**src/rtl/bmc_pkg.sv**
```systemverilog
// rtl/bmc_pkg.sv - shared BMC encoder/decoder types and constants
package bmc_pkg;

  localparam int TIMESTAMP_W    = 24;
  localparam int HALF_BIT_TICKS = 8;

  typedef enum logic [2:0] {
    IDLE  = 3'd0,
    LEAD  = 3'd1,
    SYNC  = 3'd2,
    BIT_A = 3'd3,
    BIT_B = 3'd4,
    TAIL  = 3'd5
  } bmc_state_e;

  function automatic int max_int(input int a, input int b);
    return (a > b) ? a : b;
  endfunction

endpackage

```
**src/rtl/bmc_encoder_if.sv**
```systemverilog
// rtl/bmc_encoder_if.sv - payload request/ready handshake into the BMC encoder
interface bmc_encoder_if #(
  parameter int W = 17
);

  logic [W-1:0] data_in;
  logic         data_valid;
  logic         data_ready;

  modport master (output data_in, output data_valid, input data_ready);
  modport slave  (input data_in, input data_valid, output data_ready);

endinterface

```
**src/rtl/bmc_tick_counter.sv**
```systemverilog
// rtl/bmc_tick_counter.sv - loadable down-counter with terminal-count flag for lead, half-bit and tail timing
module bmc_tick_counter #(
  parameter int W = 4
) (
  input  logic         clk,
  input  logic         rst_n,
  input  logic         load,
  input  logic [W-1:0] load_val,
  output logic         tc
);

  logic [W-1:0] count;

  always_ff @(posedge clk or negedge rst_n) begin
    if (!rst_n) begin
      count <= '0;
    end else if (load) begin
      count <= load_val;
    end else if (count != '0) begin
      count <= count - W'(1);
    end
  end

  assign tc = (count == '0);

endmodule

```
**src/rtl/bmc_encoder.sv**
```systemverilog
// rtl/bmc_encoder.sv - biphase-mark frame transmitter with active-low envelope
// Optional: BMC_ENCODER_PARITY_EN appends an even-parity bit after the payload.
module bmc_encoder
  import bmc_pkg::*;
#(
  parameter int bit_considered = 17,
  parameter int half_bit_ticks = HALF_BIT_TICKS,
  parameter int lead_ticks     = 4
) (
  input  logic                   clk_96MHz,
  input  logic                   reset_n,
  input  logic                   enabled,
  bmc_encoder_if.slave           tx,
  input  logic [TIMESTAMP_W-1:0] system_timestamp,
  output logic                   d_out,
  output logic                   e_out,
  output logic                   busy,
  output logic [TIMESTAMP_W-1:0] timestamp_frame_start
);

  localparam logic [2:0] S_IDLE  = IDLE;
  localparam logic [2:0] S_LEAD  = LEAD;
  localparam logic [2:0] S_SYNC  = SYNC;
  localparam logic [2:0] S_BIT_A = BIT_A;
  localparam logic [2:0] S_BIT_B = BIT_B;
  localparam logic [2:0] S_TAIL  = TAIL;

  localparam int CNT_W = $clog2(max_int(half_bit_ticks, lead_ticks)) + 1;
`ifdef BMC_ENCODER_PARITY_EN
  localparam int FRAME_BITS = bit_considered + 1;
`else
  localparam int FRAME_BITS = bit_considered;
`endif
  localparam int BIT_W = $clog2(FRAME_BITS + 1);
  localparam logic [CNT_W-1:0] LEAD_LOAD = CNT_W'(lead_ticks - 1);
  localparam logic [CNT_W-1:0] HALF_LOAD = CNT_W'(half_bit_ticks - 1);

  logic [2:0]            state, state_nxt;
  logic [FRAME_BITS-1:0] shreg, frame_word;
  logic [BIT_W-1:0]      bit_cnt;
  logic                  xfer, tick_tc, tick_load;
  logic [CNT_W-1:0]      tick_val;

  assign xfer = tx.data_valid && tx.data_ready;

`ifdef BMC_ENCODER_PARITY_EN
  assign frame_word = {tx.data_in, ^tx.data_in};
`else
  assign frame_word = tx.data_in;
`endif

  always_comb begin
    state_nxt = state;
    case (state)
      S_IDLE:  if (xfer)    state_nxt = S_LEAD;
      S_LEAD:  if (tick_tc) state_nxt = S_SYNC;
      S_SYNC:  if (tick_tc) state_nxt = S_BIT_A;
      S_BIT_A: if (tick_tc) state_nxt = S_BIT_B;
      S_BIT_B: if (tick_tc) state_nxt = (bit_cnt == BIT_W'(1)) ? S_TAIL : S_BIT_A;
      S_TAIL:  if (tick_tc) state_nxt = S_IDLE;
      default:              state_nxt = S_IDLE;
    endcase
  end

  // Every transition is a state change, so the timer restarts exactly on each phase boundary.
  assign tick_load = (state_nxt != state);
  assign tick_val  = (state_nxt == S_IDLE) ? '0 :
                     (state_nxt == S_LEAD || state_nxt == S_TAIL) ? LEAD_LOAD : HALF_LOAD;

  bmc_tick_counter #(.W(CNT_W)) u_tick (
    .clk      (clk_96MHz),
    .rst_n    (reset_n),
    .load     (tick_load),
    .load_val (tick_val),
    .tc       (tick_tc)
  );

  always_ff @(posedge clk_96MHz or negedge reset_n) begin
    if (!reset_n) begin
      state                 <= S_IDLE;
      shreg                 <= '0;
      bit_cnt               <= '0;
      d_out                 <= 1'b0;
      e_out                 <= 1'b1;
      busy                  <= 1'b0;
      tx.data_ready         <= 1'b0;
      timestamp_frame_start <= '0;
    end else begin
      state         <= state_nxt;
      busy          <= (state_nxt != S_IDLE);
      // Qualified on the current state so ready rises one cycle after the envelope closes.
      tx.data_ready <= (state == S_IDLE) && enabled && !xfer;
      case (state)
        S_IDLE: if (xfer) begin
          shreg <= frame_word;
          e_out <= 1'b0;
        end
        S_LEAD: if (tick_tc) begin
          d_out                 <= ~d_out;
          timestamp_frame_start <= system_timestamp;
        end
        S_SYNC: if (tick_tc) begin
          d_out   <= ~d_out;
          bit_cnt <= BIT_W'(FRAME_BITS);
        end
        S_BIT_A: if (tick_tc && shreg[FRAME_BITS-1]) d_out <= ~d_out;
        S_BIT_B: if (tick_tc) begin
          d_out   <= ~d_out;
          shreg   <= shreg << 1;
          bit_cnt <= bit_cnt - BIT_W'(1);
        end
        S_TAIL: if (tick_tc) e_out <= 1'b1;
        default: ;
      endcase
    end
  end

endmodule

```
**src/flat_wrapper.sv**
```systemverilog
// flat-port wrapper written by rule: the top's interface ports become plain ports
module bmc_encoder_flat import bmc_pkg::*;
#(
  parameter int bit_considered = 17,
  parameter int half_bit_ticks = HALF_BIT_TICKS,
  parameter int lead_ticks     = 4
)
  (clk_96MHz, reset_n, enabled, system_timestamp, d_out, e_out, busy, timestamp_frame_start, tx_data_in, tx_data_valid, tx_data_ready);
  bmc_encoder_if #(.W(17)) tx_i ();
  input  logic clk_96MHz;
  input  logic reset_n;
  input  logic enabled;
  input  logic [TIMESTAMP_W-1:0] system_timestamp;
  output logic d_out;
  output logic e_out;
  output logic busy;
  output logic [TIMESTAMP_W-1:0] timestamp_frame_start;
  input wire logic [$bits(tx_i.data_in)-1:0] tx_data_in;
  input wire logic [$bits(tx_i.data_valid)-1:0] tx_data_valid;
  output wire logic [$bits(tx_i.data_ready)-1:0] tx_data_ready;
  assign tx_i.data_in = tx_data_in;
  assign tx_i.data_valid = tx_data_valid;
  assign tx_data_ready = tx_i.data_ready;
  bmc_encoder #(.bit_considered(bit_considered), .half_bit_ticks(half_bit_ticks), .lead_ticks(lead_ticks)) u_core (.clk_96MHz(clk_96MHz), .reset_n(reset_n), .enabled(enabled), .tx(tx_i), .system_timestamp(system_timestamp), .d_out(d_out), .e_out(e_out), .busy(busy), .timestamp_frame_start(timestamp_frame_start));
endmodule
```
**config.mk**
```make
export PLATFORM = sky130hd
export DESIGN_NAME = bmc_encoder_flat
export DESIGN_NICKNAME = d
export VERILOG_FILES = /design/src/rtl/bmc_pkg.sv /design/src/rtl/bmc_encoder_if.sv /design/src/rtl/bmc_tick_counter.sv /design/src/rtl/bmc_encoder.sv /design/src/flat_wrapper.sv
export SDC_FILE = /design/constraint.sdc
export NUM_CORES = 1
export LEC_CHECK = 0
export BUFFER_PORTS_ARGS = -buffer_cell sky130_fd_sc_hd__clkbuf_2
export CELL_PAD_IN_SITES_DETAIL_PLACEMENT = 0
export CELL_PAD_IN_SITES_GLOBAL_PLACEMENT = 1
export CORE_ASPECT_RATIO = 1.2
export CORE_MARGIN = 4
export CORE_UTILIZATION = 38
export CTS_CLUSTER_DIAMETER = 200
export DETAILED_ROUTE_END_ITERATION = 8
export HOLD_SLACK_MARGIN = 0.03
export PLACE_DENSITY = 0.77
export SLEW_MARGIN = 20
export SYNTH_ARGS = -nofsm -noshare
export SYNTH_HDL_FRONTEND = slang
export SYNTH_SLANG_ARGS = --single-unit
```
**constraint.sdc**
```tcl
create_clock -name clk_96MHz -period 2.5 [get_ports clk_96MHz]
set_input_delay 0.375 -clock clk_96MHz [delete_from_list [all_inputs] [get_ports clk_96MHz]]
set_output_delay 0.375 -clock clk_96MHz [all_outputs]
set_load 0.05 [all_outputs]
```
Word-level counts from Yosys, hierarchy flattened
Cells that the tools add are included.
{"block": "word_totals", "in_bits": 45, "word_cells": 73, "register_bits": 57}
{"block": "classes", "n_eq_ne": 15, "n_mux": 24, "n_reduce_logical": 22, "n_addsub": 2, "bitwise": 1}
{"op": "$mux W17", "n": 2}
{"op": "$pmux W17 S2", "n": 1}
{"op": "$mux W3", "n": 8}
{"op": "$pmux W3 S6", "n": 1}
{"op": "$mux W4", "n": 3}
{"op": "$ne A2 B1 Y1 const B", "n": 6}
{"op": "$reduce_and A3 Y1", "n": 4}
{"op": "$mux W5", "n": 2}
{"op": "$pmux W5 S2", "n": 1}
{"op": "$reduce_bool A2 Y1", "n": 5}
{"op": "$eq A3 B3 Y1 const B", "n": 3}
{"op": "$eq A3 B1 Y1 const B", "n": 2}
{"op": "$eq A3 B2 Y1 const B", "n": 2}
{"op": "$logic_not A3 Y1", "n": 2}
{"op": "$eq A5 B1 Y1 const B", "n": 1}
{"op": "$sub A5 B1 Y5 const B", "n": 1}
{"op": "$logic_and A1 B1 Y1", "n": 4}
{"op": "$logic_not A4 Y1", "n": 1}
{"op": "$mux W1", "n": 4}
{"op": "$pmux W1 S2", "n": 2}
{"op": "$reduce_bool A4 Y1", "n": 1}
{"op": "$sub A4 B1 Y4 const B", "n": 1}
{"op": "$ne A3 B3 Y1", "n": 1}
{"op": "$reduce_bool A3 Y1", "n": 1}
{"op": "other kinds (5)", "n": 5}

Logic depth before layout (Yosys ltp)
Gate-level depths: netlist of run 1.
{"block": "depth", "word_depth": 9, "mapped_depth": 8}

Cells and area by module
A second synthesis of run 1 with hierarchy kept.
{"block": "unflattened", "hier_cells": 238, "hier_area_um2": 2690.1}
{"mod": "bmc_encoder", "n_inst": 1, "area_per_inst_um2": 2456.1, "cells_each": 216}
{"mod": "bmc_tick_counter", "n_inst": 1, "area_per_inst_um2": 234.0, "cells_each": 22}

Least setup slack after synthesis of run 1
No wires, ideal clock.
{"block": "synth_path", "path_kind": "flip-flop to flip-flop", "start": "reg u_core.u_tick.count[0]", "end": "reg u_core.timestamp_frame_start[0]", "setup_time_ns": 0.125, "path_stages_with_launch": 9, "arrival_ns": 1.797, "setup_slack_ns": 0.578, "path_cell_list": "dfrtp_1 > inv_1 > ha_1 > or3b_1 > buf_6 > nor2_8 > nand2_4 > buf_12 > mux2_4"}
{"block": "synth_between", "elab_chain_cells": 2}
{"element": "from (decl)", "line_no": "bmc_tick_counter.sv:12", "source": "logic [W-1:0] count;"}
{"element": "from (signal assigned)", "line_no": "bmc_tick_counter.sv:18", "source": "count <= load_val;"}
{"element": "from (signal assigned)", "line_no": "bmc_tick_counter.sv:20", "source": "count <= count - W'(1);"}
{"element": "$logic_not A4 Y1", "line_no": "bmc_tick_counter.sv:24", "source": "assign tc = (count == '0);"}
{"element": "$reduce_and A2 Y1 (no source line)"}
{"element": "to (signal assigned)", "line_no": "bmc_encoder.sv:100", "source": "timestamp_frame_start <= system_timestamp;"}
{"element": "to (decl)", "line_no": "bmc_encoder.sv:18", "source": "output logic [TIMESTAMP_W-1:0] timestamp_frame_start"}
Every way passes these cells.
A chain may end at the register's enable or synchronous reset.

Worst setup path in the final report of run 1
{"block": "layout_path", "start": "reg u_core.u_tick.count[0]", "end": "reg u_core.timestamp_frame_start[4]"}
The elaborated chain is that of the path after synthesis.

==> Flow_metrics.wiki, run 1 <==
{| class="wikitable"
! Metric !! Value
|-
| XOR/XNOR Fraction of Synth Area || 0.937%
|-
| CTS tree || done
|-
| Die extent in y || 102 um
|-
| Maximum clock frequency || 457 MHz
|-
| Clock latency at the later pin of the worst-skew pair || 0.34 ns
|-
| Max layer used || met4
|-
| Type of element launching the critical path || register
|-
| Sinks on Clock Net || 57
|-
| Horizontal extent of the die || 86.4 um
|-
| Worst-case vdd ir drop || 0.337 mV
|-
| Number of gates resized after CTS || 0
|-
| Aggregate global-route resource usage || 13.9%
|-
| Switching Share || 23.9%
|-
| Post-CTS setup-driven buffer insertion count || 0
|-
| Level count of the clock H-tree || 3
|-
| Register share of total power || 45.4%
|-
| Number of detailed-route iterations in the first pass || 4
|-
| Hold buffer count at cts || 0
|-
| Number of I/O port buffers || 72
|-
| Power, Total || 2.10 mW
|-
| Top-level port count || 73
|-
| Met2 layer wire length in the routed design || 2990 um
|-
| Skew final || 0.0122 ns
|-
| Unrepaired setup endpoints after global routing || false
|-
| Inserted Clock Buffers || 9
|-
| Root buffer cell || clkbuf_8
|-
| Die Outline Area || 0.00882 mm^2
|-
| Max-slew violation count || 0
|-
| Fraction of the mapped netlist area in simple logic gates || 12.8%
|-
| Total count of hold-check failures in the final report || 0
|-
| Compound-Gate Fraction of Synth Area || 10.2%
|-
| Pin count of the biggest net entering global routing || 35
|-
| Proportion of synthesized area in mux cells || 19.1%
|-
| Reg2Reg Capture Point || u_core.timestamp_frame_start[4]$_DFFE_PN0P_
|-
| Post-route worst setup slack || 0.310 ns
|-
| Avg Inst Size Synth || 11.7 um^2
|-
| R2R Setup Slk || 0.31 ns
|-
| DRT Wirelength || 5810 um
|-
| Fill cell instance count of the final layout || 692
|-
| Adder-cell area share of the yosys netlist || 1.34%
|-
| Violation count after the first detailed-routing iteration || 111
|-
| DR vias/cell || 4.88
|-
| Total number of nets in the final design || 362
|-
| Final clock period utilization by the worst path || 87.6%
|-
| Wire length of the first global-routing pass || 9540 um
|-
| Register bit total from synthesis || 57
|-
| Areal power density over the cells || 608 mW/mm^2
|-
| Cell leakage power || 1.69 nW
|-
| Period minus WS final || 2.19 ns
|-
| Required time at the worst-slack endpoint || 2.72 ns
|-
| FF-to-FF path depth || 6
|-
| Cells after synthesis || 239
|-
| Combinational family with the most area after synthesis || multiplexers
|-
| Yosys Warn Count || 0
|-
| Comb power frac || 8.8%
|-
| DRC violation count after routing || 0
|-
| Final global-route overflow total || 0
|-
| Kind of critical path || register to register
|-
| Worst-Margin Slew || 0.715 ns
|-
| Minimum hold slack || 0.0820 ns
|-
| Run status || finished clean
|-
| Layout cell share with drive strength beyond 1 || 39.2%
|-
| Worst slack at placement || 0.322 ns
|-
| Cell row count || 34
|-
| Final setup violation count || 0
|-
| Sum of met3 wire segment lengths after detailed routing || 294 um
|-
| Largest fanout on the critical path || 24
|-
| Internal Pwr Total || 1.60 mW
|-
| Clock transition at the registers of the reported paths || 0.07 ns
|-
| Area inside the core boundary || 0.00723 mm^2
|-
| Number of nets with antenna violations after detailed routing || 0
|-
| Count of maximum capacitance violations || 0
|-
| Post-detailed-route wirelength per cell || 14.2 um
|-
| Starting density of the core || 38.8%
|-
| Global placer's final weighted congestion || 0.794
|-
| Placed wire-length estimate after detailed placement || 4180 um
|-
| Library cells used by synthesis || 47
|-
| Max-Slew Margin vs Limit || 52.3%
|-
| Post-synthesis net count || 287
|-
| Post-synth design cell area || 0.00280 mm^2
|-
| Psw || 0.501 mW
|-
| Clock network fraction of design power || 45.8%
|-
| Number of buffers between clock root and the deepest sink || 2
|-
| Type of destination of the critical path || register
|-
| Antenna diode count || 0
|-
| Beginning of the worst register-to-register path || u_core.u_tick.count[0]$_DFFE_PN0P_
|-
| Antenna violations before repair || 0
|-
| Fin Setup TNS || 0 ns
|-
| Signed area change from the synthesized netlist to the final layout || 23.1%
|-
| Fraction of the yosys area taken by sequential cells || 50.9%
|-
| Kind of path behind the tightest hold check || input pin to async pin
|-
| Vias in the first global route || 2,004
|-
| Post-Route M1 WL || 2470 um
|-
| Routed vias || 1,997
|-
| Data arrival time of the critical path || 2.41 ns
|}
-- worst max path at each step --
| stage | cells past startpoint | from | slack, ns | end |
|---|---|---|---|---|
| floorplan | 8 | u_core.u_tick.count[0]$_DFFE_PN0P_ | 0.58 | u_core.timestamp_frame_start[0]$_DFFE_PN0P_ |
| global placement | 6 | u_core.u_tick.count[0]$_DFFE_PN0P_ | 0.36 | u_core.timestamp_frame_start[19]$_DFFE_PN0P_ |
| detailed placement | 6 | u_core.u_tick.count[0]$_DFFE_PN0P_ | 0.32 | u_core.timestamp_frame_start[8]$_DFFE_PN0P_ |
| CTS | 6 | u_core.u_tick.count[0]$_DFFE_PN0P_ | 0.30 | u_core.timestamp_frame_start[21]$_DFFE_PN0P_ |
| global route | 6 | u_core.u_tick.count[0]$_DFFE_PN0P_ | 0.21 | u_core.timestamp_frame_start[2]$_DFFE_PN0P_ |
| finish | 6 | u_core.u_tick.count[0]$_DFFE_PN0P_ | 0.31 | u_core.timestamp_frame_start[4]$_DFFE_PN0P_ |
-- cell type report --
type / instances / area, um^2 / share of cell area, %
clock buffers: 11 / 141 / 4.10
clock inverters: 5 / 78.8 / 2.28
inverters: 5 / 18.8 / 0.544
multi-input cells: 162 / 1250 / 36.1
flip-flops and latches: 57 / 1430 / 41.4
well taps: 90 / 113 / 3.26
repair buffers: 79 / 425 / 12.3
-- cells by family (layout without fill, tap and decap cells) --
kind of cell,count (synthesis),in the layout
compound gates,48,48
fa+ha+maj,3,3
buf+inv,20,100
mux,43,43
xor+xnor,3,3
flops,57,57
simple gates,65,65
-- cells in the final DEF, fill, tap and decap left out, types with 3 or more instances in the layout --
cell / n
clkbuf_2: 72
dfrtp_1: 56
nand2_1: 24
o21ai_0: 22
mux2_4: 20
mux2i_1: 19
nor2_1: 11
a21oi_1: 10
clkbuf_8: 10
buf_4: 6
inv_1: 5
nor3_1: 5
mux2_2: 4
xnor2_1: 3
nor2b_1: 3
nand3b_1: 3
nand3_1: 3
ha_1: 3
-- synth_stat cells (all sizes together) --
| library cell | instances | area share, % |
|---|---|---|
| nor3 | 5 | 0.89 |
| o21a | 2 | 0.54 |
| o32ai | 1 | 0.31 |
| mux2 | 24 | 12 |
| a21o | 1 | 0.31 |
| o21ai | 23 | 4.1 |
| or3b | 1 | 0.31 |
| buf | 6 | 2.5 |
| or3 | 1 | 0.22 |
| mux2i | 19 | 6.8 |
| o22ai | 1 | 0.22 |
| xnor2 | 3 | 0.94 |
| a22oi | 1 | 0.27 |
| inv | 5 | 0.67 |
| dfstp | 1 | 0.94 |
| dfrtp | 56 | 50 |
| nor2 | 12 | 2.2 |
| nor3b | 3 | 0.98 |
| o22a | 1 | 0.31 |
| o31ai | 2 | 0.54 |
| a21boi | 1 | 0.27 |
| a2bb2oi | 2 | 0.62 |
| clkbuf | 9 | 1.6 |
| nand2 | 25 | 3.6 |
| and3b | 1 | 0.31 |
| a211oi | 1 | 0.27 |
| nor2b | 3 | 0.67 |
| ha | 3 | 1.3 |
| a21oi | 10 | 1.8 |
| nand3 | 3 | 0.54 |
| nand2b | 2 | 0.45 |
| nor4b | 1 | 0.31 |
| nand3b | 3 | 0.80 |
| and4bb | 1 | 0.45 |
| or4b | 1 | 0.36 |
| and3 | 1 | 0.22 |
| and2 | 2 | 0.45 |
| o311ai | 2 | 0.62 |
-- metal layers --
metal,GRT usage [%],vias up
met5,0,-
met4,4.68,0
met2,22.9,46
li1,-,990
met3,4.60,6
met1,17.0,955
-- through the flow --
step	util, %	instances	area, um^2
6_report	47.7	409	3450
5_1_grt	47.7	409	3450
4_1_cts	47.7	409	3450
3_5_place_dp	44.7	393	3230
3_3_place_gp	44.7	393	3230
2_1_floorplan	-	239	2800
-- worst max-delay path: stages (launching register included) --
cell	delay (ns)
dfrtp_1	0.40
inv_1	0.07
ha_1	0.24
or3b_1	0.53
nor2_8	0.18
nand2_4	0.26
mux2_4	0.38
-- power by group through the flow --
stage                     registers (mW)  logic, mW  clock network, mW
after floorplan                     1.04     0.0332                  0
after global routing               0.955      0.198               1.04
after detailed placement           0.970      0.188                  0
final                              0.953      0.184              0.961
after global placement             0.970      0.185                  0
after CTS                          0.953      0.188              0.990
-- sequential cells by signal, indices dropped and copies added (netlist names) --
register and count:
u_core.state 3, u_core.e_out 1, u_core.tx.data_ready 1, u_core.timestamp_frame_start 24
u_core.u_tick.count 4, u_core.bit_cnt 5, u_core.shreg 17, u_core.busy 1
u_core.d_out 1
No activity file was read; power rests on OpenSTA's default activity.
==> inputs of run 2 (changes only) <==
Settings changed: CTS_BUF_LIST set to sky130_fd_sc_hd__clkbuf_8.
==> Flow_metrics.wiki, run 2 (synthesis gave the netlist of run 1 again) <==
{| class="wikitable"
! Metric !! Value
|-
| Type of destination of the critical path || register
|-
| Number of I/O port buffers || 72 (unchanged)
|-
| Clock transition at the registers of the reported paths || 0.07 ns (about the same)
|-
| Crit-path slowest cell || or3b_1
|-
| Total number of nets in the final design || 362 (unchanged)
|-
| Placed wire-length estimate after detailed placement || 4180 um (unchanged)
|-
| Worst-case vdd ir drop || 0.337 mV (about the same)
|-
| Number of placed instances, taps included || 393 (unchanged)
|-
| Hold buffer count at cts || 0 (unchanged)
|-
| Pin count of the biggest net entering global routing || 35 (unchanged)
|-
| R2R Setup Slk || 0.31 ns (about the same)
|-
| Layout cell share with drive strength beyond 1 || 39.2% (unchanged)
|-
| Skew final || 0.0123 ns (+0.000121 ns)
|-
| CTS tree || done
|-
| Post-detailed-route wirelength per cell || 14.2 um (about the same)
|-
| CP cell instances || inv_1 -> ha_1 -> or3b_1 -> nor2_8 -> nand2_4 -> mux2_4
|-
| DR vias/cell || 4.89 (about the same)
|-
| Starting density of the core || 38.8% (unchanged)
|-
| Fin Setup TNS || 0 ns (unchanged)
|-
| Kind of cell adding the most delay to the critical path || simple AND/OR/NAND/NOR gates
|-
| Slowest cell delay on critical path || 0.53 ns (about the same)
|-
| Final global-route overflow total || 0 (unchanged)
|-
| Required time at the worst-slack endpoint || 2.72 ns (about the same)
|-
| Worst-Margin Slew || 0.715 ns (unchanged)
|-
| Number of buffers between clock root and the deepest sink || 2 (unchanged)
|-
| Cell row count || 34 (unchanged)
|-
| Aggregate global-route resource usage || 13.9% (unchanged)
|-
| Cell leakage power || 1.69 nW (+0.24%)
|-
| Run status || finished clean
|-
| Die Outline Area || 0.00882 mm^2 (unchanged)
|-
| Clock latency at the later pin of the worst-skew pair || 0.34 ns (about the same)
|-
| Number of gates resized after CTS || 0 (unchanged)
|-
| Commonest non-fill, non-tap cell in the layout || clkbuf_2
|-
| Top-level port count || 73 (unchanged)
|-
| Period minus WS final || 2.19 ns (+0.0000660 ns)
|-
| Final cell count without fillers || 409 (unchanged)
|-
| Critical path buffer and inverter count || 1 (unchanged)
|-
| Max-slew violation count || 0 (unchanged)
|-
| Root buffer cell || clkbuf_8
|-
| Antenna diode count || 0 (unchanged)
|-
| Sinks on Clock Net || 57 (unchanged)
|-
| Fraction of met3 tracks used by global routing || 4.60% (unchanged)
|-
| Top Registers || u_core.timestamp_frame_start (24), u_core.shreg (17), u_core.bit_cnt (5)
|-
| Routed vias || 1,998 (+0.050%)
|-
| Kind of path behind the tightest hold check || input pin to async pin
|-
| Data arrival time of the critical path || 2.41 ns (about the same)
|-
| Area inside the core boundary || 0.00723 mm^2 (unchanged)
|-
| Antenna violations before repair || 0 (unchanged)
|-
| Count of maximum capacitance violations || 0 (unchanged)
|-
| Post-CTS setup-driven buffer insertion count || 0 (unchanged)
|-
| Global placer's final weighted congestion || 0.794 (unchanged)
|-
| Post-route core utilization || 47.7% (unchanged)
|-
| Number of detailed-route iterations in the first pass || 4 (unchanged)
|-
| Max FFs per register || 24 (unchanged)
|-
| Final setup violation count || 0 (unchanged)
|-
| Max-Slew Margin vs Limit || 52.3% (unchanged)
|-
| Cell Area, Placed || 0.00323 mm^2 (unchanged)
|-
| Fill cell instance count of the final layout || 692 (unchanged)
|-
| Final clock period utilization by the worst path || 87.6% (about the same)
|-
| DRT Wirelength || 5820 um (about the same)
|-
| Areal power density over the cells || 607 mW/mm^2 (-0.16%)
|-
| Largest fanout on the critical path || 24 (unchanged)
|-
| Horizontal extent of the die || 86.4 um (unchanged)
|-
| Cell area after layout || 0.00345 mm^2 (unchanged)
|-
| FF-to-FF path depth || 6 (unchanged)
|-
| Vias in the first global route || 2,004 (unchanged)
|-
| Inserted Clock Buffers || 9 (unchanged)
|-
| Met1 track utilization from global routing || 17.0% (unchanged)
|-
| Minimum hold slack || 0.0820 ns (-0.0000124 ns)
|-
| Path length in cells of the critical path || 6 (unchanged)
|-
| Global-route track usage on met2 || 22.9% (unchanged)
|-
| Die extent in y || 102 um (unchanged)
|-
| Most heavily used metal layer in global routing || met2
|-
| Violation count after the first detailed-routing iteration || 111 (unchanged)
|-
| Type of element launching the critical path || register
|-
| Unrepaired setup endpoints after global routing || false
|-
| Kind of critical path || register to register
|-
| Wire length of the first global-routing pass || 9540 um (unchanged)
|-
| Signed area change from the synthesized netlist to the final layout || 23.1% (unchanged)
|-
| Number of nets with antenna violations after detailed routing || 0 (unchanged)
|-
| DRC violation count after routing || 0 (unchanged)
|-
| Maximum clock frequency || 457 MHz (about the same)
|-
| Total count of hold-check failures in the final report || 0 (unchanged)
|-
| Leading cell types in the layout, fill and taps excluded || clkbuf_2 (72), dfrtp_1 (56), nand2_1 (24)
|-
| Reg with most FFs || u_core.timestamp_frame_start
|-
| Level count of the clock H-tree || 3 (unchanged)
|}
run 2: changes by cell type in the layout (fill, tap and decap cells not counted):
cell	previous run	this run
inv_1	5	6
clkbuf_1	1	0
run 2: routing by layer:
metal	wire (um)	share of wire [%]	up-vias
li1	-	-	990
met1	2470	42	956
met2	3000	52	46
met3	294	5.1	6
met4	54	0.93	0
met5	0	0	-
run 2: area by class of cell:
type                    count  area, um^2  share of cell area, %
clock inverters             6        82.6                   2.39
flip-flops and latches     57        1430                   41.4
clock buffers              10         138                   3.99
well taps                  90         113                   3.26
inverters                   5        18.8                  0.544
multi-input cells         162        1250                   36.1
repair buffers             79         425                   12.3
run 2: path summary, 6_finish.rpt:
check / to / from
max reg2reg: u_core.timestamp_frame_start[4]$_DFFE_PN0P_ / u_core.u_tick.count[0]$_DFFE_PN0P_
min reg2reg: u_core.shreg[1]$_DFFE_PN0P_ / u_core.shreg[1]$_DFFE_PN0P_
max in group asynchronous: u_core.timestamp_frame_start[14]$_DFFE_PN0P_ / reset_n
max: u_core.timestamp_frame_start[4]$_DFFE_PN0P_ / u_core.u_tick.count[0]$_DFFE_PN0P_
min in group clk_96MHz: u_core.timestamp_frame_start[22]$_DFFE_PN0P_ / system_timestamp[22]
min: u_core.shreg[9]$_DFFE_PN0P_ / reset_n
run 2: power breakdown:
group / leakage [nW] / internal [mW] / switching (mW)
Combinational: 0.887 / 0.0675 / 0.116
Clock: 0.117 / 0.583 / 0.375
Sequential: 0.691 / 0.942 / 0.0111
Total: 1.69 / 1.59 / 0.502
run 2: metrics by stage:
step	total power [mW]	setup WS, ns
final	2.09	0.310
after global routing	2.19	0.214
after CTS	2.13	0.299
after detailed placement	1.16	0.322
after global placement	1.16	0.363
after floorplan	1.07	0.578
==> inputs of run 3 (changes only) <==
Clock period 2.5 ns to 2.05 ns, I/O delays scaled along.
==> Flow_metrics.wiki, run 3 (synthesis gave the netlist of run 1 again) <==
{| class="wikitable"
! Metric !! Value
|-
| Run status || finished clean
|-
| Top-level port count || 73 (unchanged)
|-
| Kind of path behind the tightest hold check || input pin to register
|-
| Slowest cell delay on critical path || 0.44 ns (-0.09 ns)
|-
| Aggregate global-route resource usage || 13.8% (-0.10 points)
|-
| Count of maximum capacitance violations || 0 (unchanged)
|-
| Violation count after the first detailed-routing iteration || 141 (+27%)
|-
| Worst-case vdd ir drop || 0.464 mV (+38%)
|-
| Type of element launching the critical path || register
|-
| Vias in the first global route || 1,986 (-0.90%)
|-
| Antenna diode count || 0 (unchanged)
|-
| Horizontal extent of the die || 86.4 um (unchanged)
|-
| Switching Share || 24.4% (+0.45 points)
|-
| Cell leakage power || 1.69 nW (-0.53%)
|-
| Kind of cell adding the most delay to the critical path || simple AND/OR/NAND/NOR gates
|-
| DR vias/cell || 4.88 (-0.18%)
|-
| Antenna violations before repair || 0 (unchanged)
|-
| Cell Area, Placed || 0.00327 mm^2 (+1.1%)
|-
| Final cell count without fillers || 412 (+0.73%)
|-
| Worst slack at placement || 0.0602 ns (-0.262 ns)
|-
| Die extent in y || 102 um (unchanged)
|-
| Number of detailed-route iterations in the first pass || 5 (+1)
|-
| Areal power density over the cells || 690 mW/mm^2 (+14%)
|-
| Leading cell types in the layout, fill and taps excluded || clkbuf_2 (72), dfrtp_1 (56), nand2_1 (24)
|-
| FF-to-FF path depth || 6 (unchanged)
|-
| Period minus WS final || 1.90 ns (-0.290 ns)
|-
| Comb power frac || 9.4% (+0.6 points)
|-
| Routed vias || 2,009 (+0.55%)
|-
| Starting density of the core || 38.8% (unchanged)
|-
| Skew final || 0.00940 ns (-0.00294 ns)
|-
| CTS tree || done
|-
| Pin count of the biggest net entering global routing || 41 (+17%)
|-
| Inserted Clock Buffers || 9 (unchanged)
|-
| Cell depth of the worst hold path || 3
|-
| Number of placed instances, taps included || 396 (+0.76%)
|-
| Number of nets with antenna violations after detailed routing || 0 (unchanged)
|-
| Data arrival time of the critical path || 2.10 ns (-0.31 ns)
|-
| Maximum clock frequency || 526 MHz (+15%)
|-
| Placed wire-length estimate after detailed placement || 4220 um (+0.94%)
|-
| Post-detailed-route wirelength per cell || 13.8 um (-2.9%)
|-
| Clock latency at the later pin of the worst-skew pair || 0.32 ns (-0.02 ns)
|-
| Largest fanout on the critical path || 24 (unchanged)
|-
| Global placer's final weighted congestion || 0.775 (-2.3%)
|-
| Fin Setup TNS || 0 ns (unchanged)
|-
| Final global-route overflow total || 0 (unchanged)
|-
| Wire length of the first global-routing pass || 9580 um (+0.44%)
|-
| Number of I/O port buffers || 72 (unchanged)
|-
| Final clock period utilization by the worst path || 92.7% (+5.1 points)
|-
| Top Registers || u_core.timestamp_frame_start (24), u_core.shreg (17), u_core.bit_cnt (5)
|-
| Layout cell share with drive strength beyond 1 || 40.1% (+0.88 points)
|-
| Clock transition at the registers of the reported paths || 0.06 ns (about the same)
|-
| Reg with most FFs || u_core.timestamp_frame_start
|-
| Register share of total power || 48.4% (+2.9 points)
|-
| Type of destination of the critical path || register
|-
| Cell row count || 34 (unchanged)
|-
| DRC violation count after routing || 0 (unchanged)
|-
| Psw || 0.587 mW (+17%)
|-
| Max FFs per register || 24 (unchanged)
|-
| DRT Wirelength || 5690 um (-2.2%)
|-
| Total number of nets in the final design || 366 (+1.1%)
|-
| Post-CTS setup-driven buffer insertion count || 0 (unchanged)
|-
| Critical path buffer and inverter count || 1 (unchanged)
|-
| Level count of the clock H-tree || 3 (unchanged)
|-
| Total count of hold-check failures in the final report || 0 (unchanged)
|-
| Signed area change from the synthesized netlist to the final layout || 24.2%
|-
| Area inside the core boundary || 0.00723 mm^2 (unchanged)
|-
| Root buffer cell || clkbuf_8
|-
| Kind of critical path || register to register
|-
| Clock network fraction of design power || 42.2% (-3.5 points)
|-
| Worst-Margin Slew || 0.484 ns (-0.230 ns)
|-
| Max-slew violation count || 0 (unchanged)
|-
| Number of buffers between clock root and the deepest sink || 2 (unchanged)
|-
| Die Outline Area || 0.00882 mm^2 (unchanged)
|-
| Commonest non-fill, non-tap cell in the layout || clkbuf_2
|-
| Fill cell instance count of the final layout || 698 (+0.87%)
|-
| Post-route worst setup slack || 0.149 ns (-0.160 ns)
|-
| Max-Slew Margin vs Limit || 67.7% (+15 points)
|-
| Path length in cells of the critical path || 6 (unchanged)
|-
| Cell area after layout || 0.00348 mm^2 (+0.94%)
|-
| Sinks on Clock Net || 57 (unchanged)
|-
| Internal Pwr Total || 1.82 mW (+14%)
|-
| Required time at the worst-slack endpoint || 2.25 ns (-0.47 ns)
|-
| CP cell instances || inv_1 -> ha_1 -> or3b_1 -> nor2_8 -> nand2_8 -> mux2_4
|-
| Post-route core utilization || 48.2% (+0.45 points)
|-
| Crit-path slowest cell || or3b_1
|-
| Final setup violation count || 0 (unchanged)
|-
| Unrepaired setup endpoints after global routing || false
|}
## run 3: cell types whose count changed in the layout (fill, tap and decap cells not counted), sizes merged
cell / previous run / this run
bufinv: 2 / 1
buf: 7 / 10
dlygate4sd3: 0 / 1
inv: 6 / 5
clkinvlp: 0 / 1
## run 3: path summary, 6_finish.rpt
| path | from | end | slack (ns) |
|---|---|---|---|
| min in group asynchronous | reset_n | u_core.tx.data_ready$_DFF_PN0_ | 0.48 |
| worst max register to register | u_core.u_tick.count[0]$_DFFE_PN0P_ | u_core.timestamp_frame_start[2]$_DFFE_PN0P_ | 0.15 |
| max in group asynchronous | reset_n | u_core.shreg[10]$_DFFE_PN0P_ | 0.99 |
| worst max-delay path | u_core.u_tick.count[0]$_DFFE_PN0P_ | u_core.timestamp_frame_start[2]$_DFFE_PN0P_ | 0.15 |
| worst min-delay path | tx_data_in[0] | u_core.shreg[0]$_DFFE_PN0P_ | 0.21 |
| worst min register to register | u_core.d_out$_DFFE_PN0P_ | u_core.d_out$_DFFE_PN0P_ | 0.48 |
## run 3: layout make-up
cell class                 count  area [um^2]  area share (%)
sequential                    57         1430            41.0
multi-input combinational    162         1260            36.2
timing repair buffer          83          470            13.5
clock buffer                  10          138            3.95
tap                           90          113            3.23
clock inverter                 5         56.3            1.62
inverter                       5         18.8           0.539
## run 3: power groups by stage
stage / Combinational [mW] / Clock, mW / Sequential [mW]
after floorplan: 0.0405 / 0 / 1.27
after global placement: 0.226 / 0 / 1.18
after detailed placement: 0.229 / 0 / 1.18
after CTS: 0.231 / 1.05 / 1.16
after global routing: 0.243 / 1.12 / 1.17
final: 0.226 / 1.02 / 1.16
## run 3: timing repair
item / CTS / global route
gates resized for setup: 0 / 3
endpoints found under the hold margin: 16 / 0
hold buffers: 1 / 0
endpoints found under the setup margin: 0 / 26
## run 3: through the flow
step,total power [mW],hold WS (ns)
floorplan,1.31,0.0119
global placement,1.41,0.301
detailed placement,1.41,0.299
CTS,2.44,0.197
global route,2.53,0.194
finish,2.40,0.214
## run 3: metal layers
layer / up-vias / wire length (um) / GRT usage (%) / share of wire (%)
met1: 960 / 2510 / 18.5 / 44
li1: 1000 / - / - / -
met2: 47 / 2890 / 21.6 / 51
met5: - / 0 / 0 / 0
met4: 0 / 32 / 4.32 / 0.56
met3: 2 / 253 / 3.87 / 4.5
## run 3: worst reg2reg max path: cells and delay by family, from the launching register on
family | cells | cell delay (ns)
muxes | 1 | 0.36
and+or+nand+nor | 3 | 0.81
buffers and inverters | 1 | 0.07
DFF | 1 | 0.40
adders and majority gates | 1 | 0.15
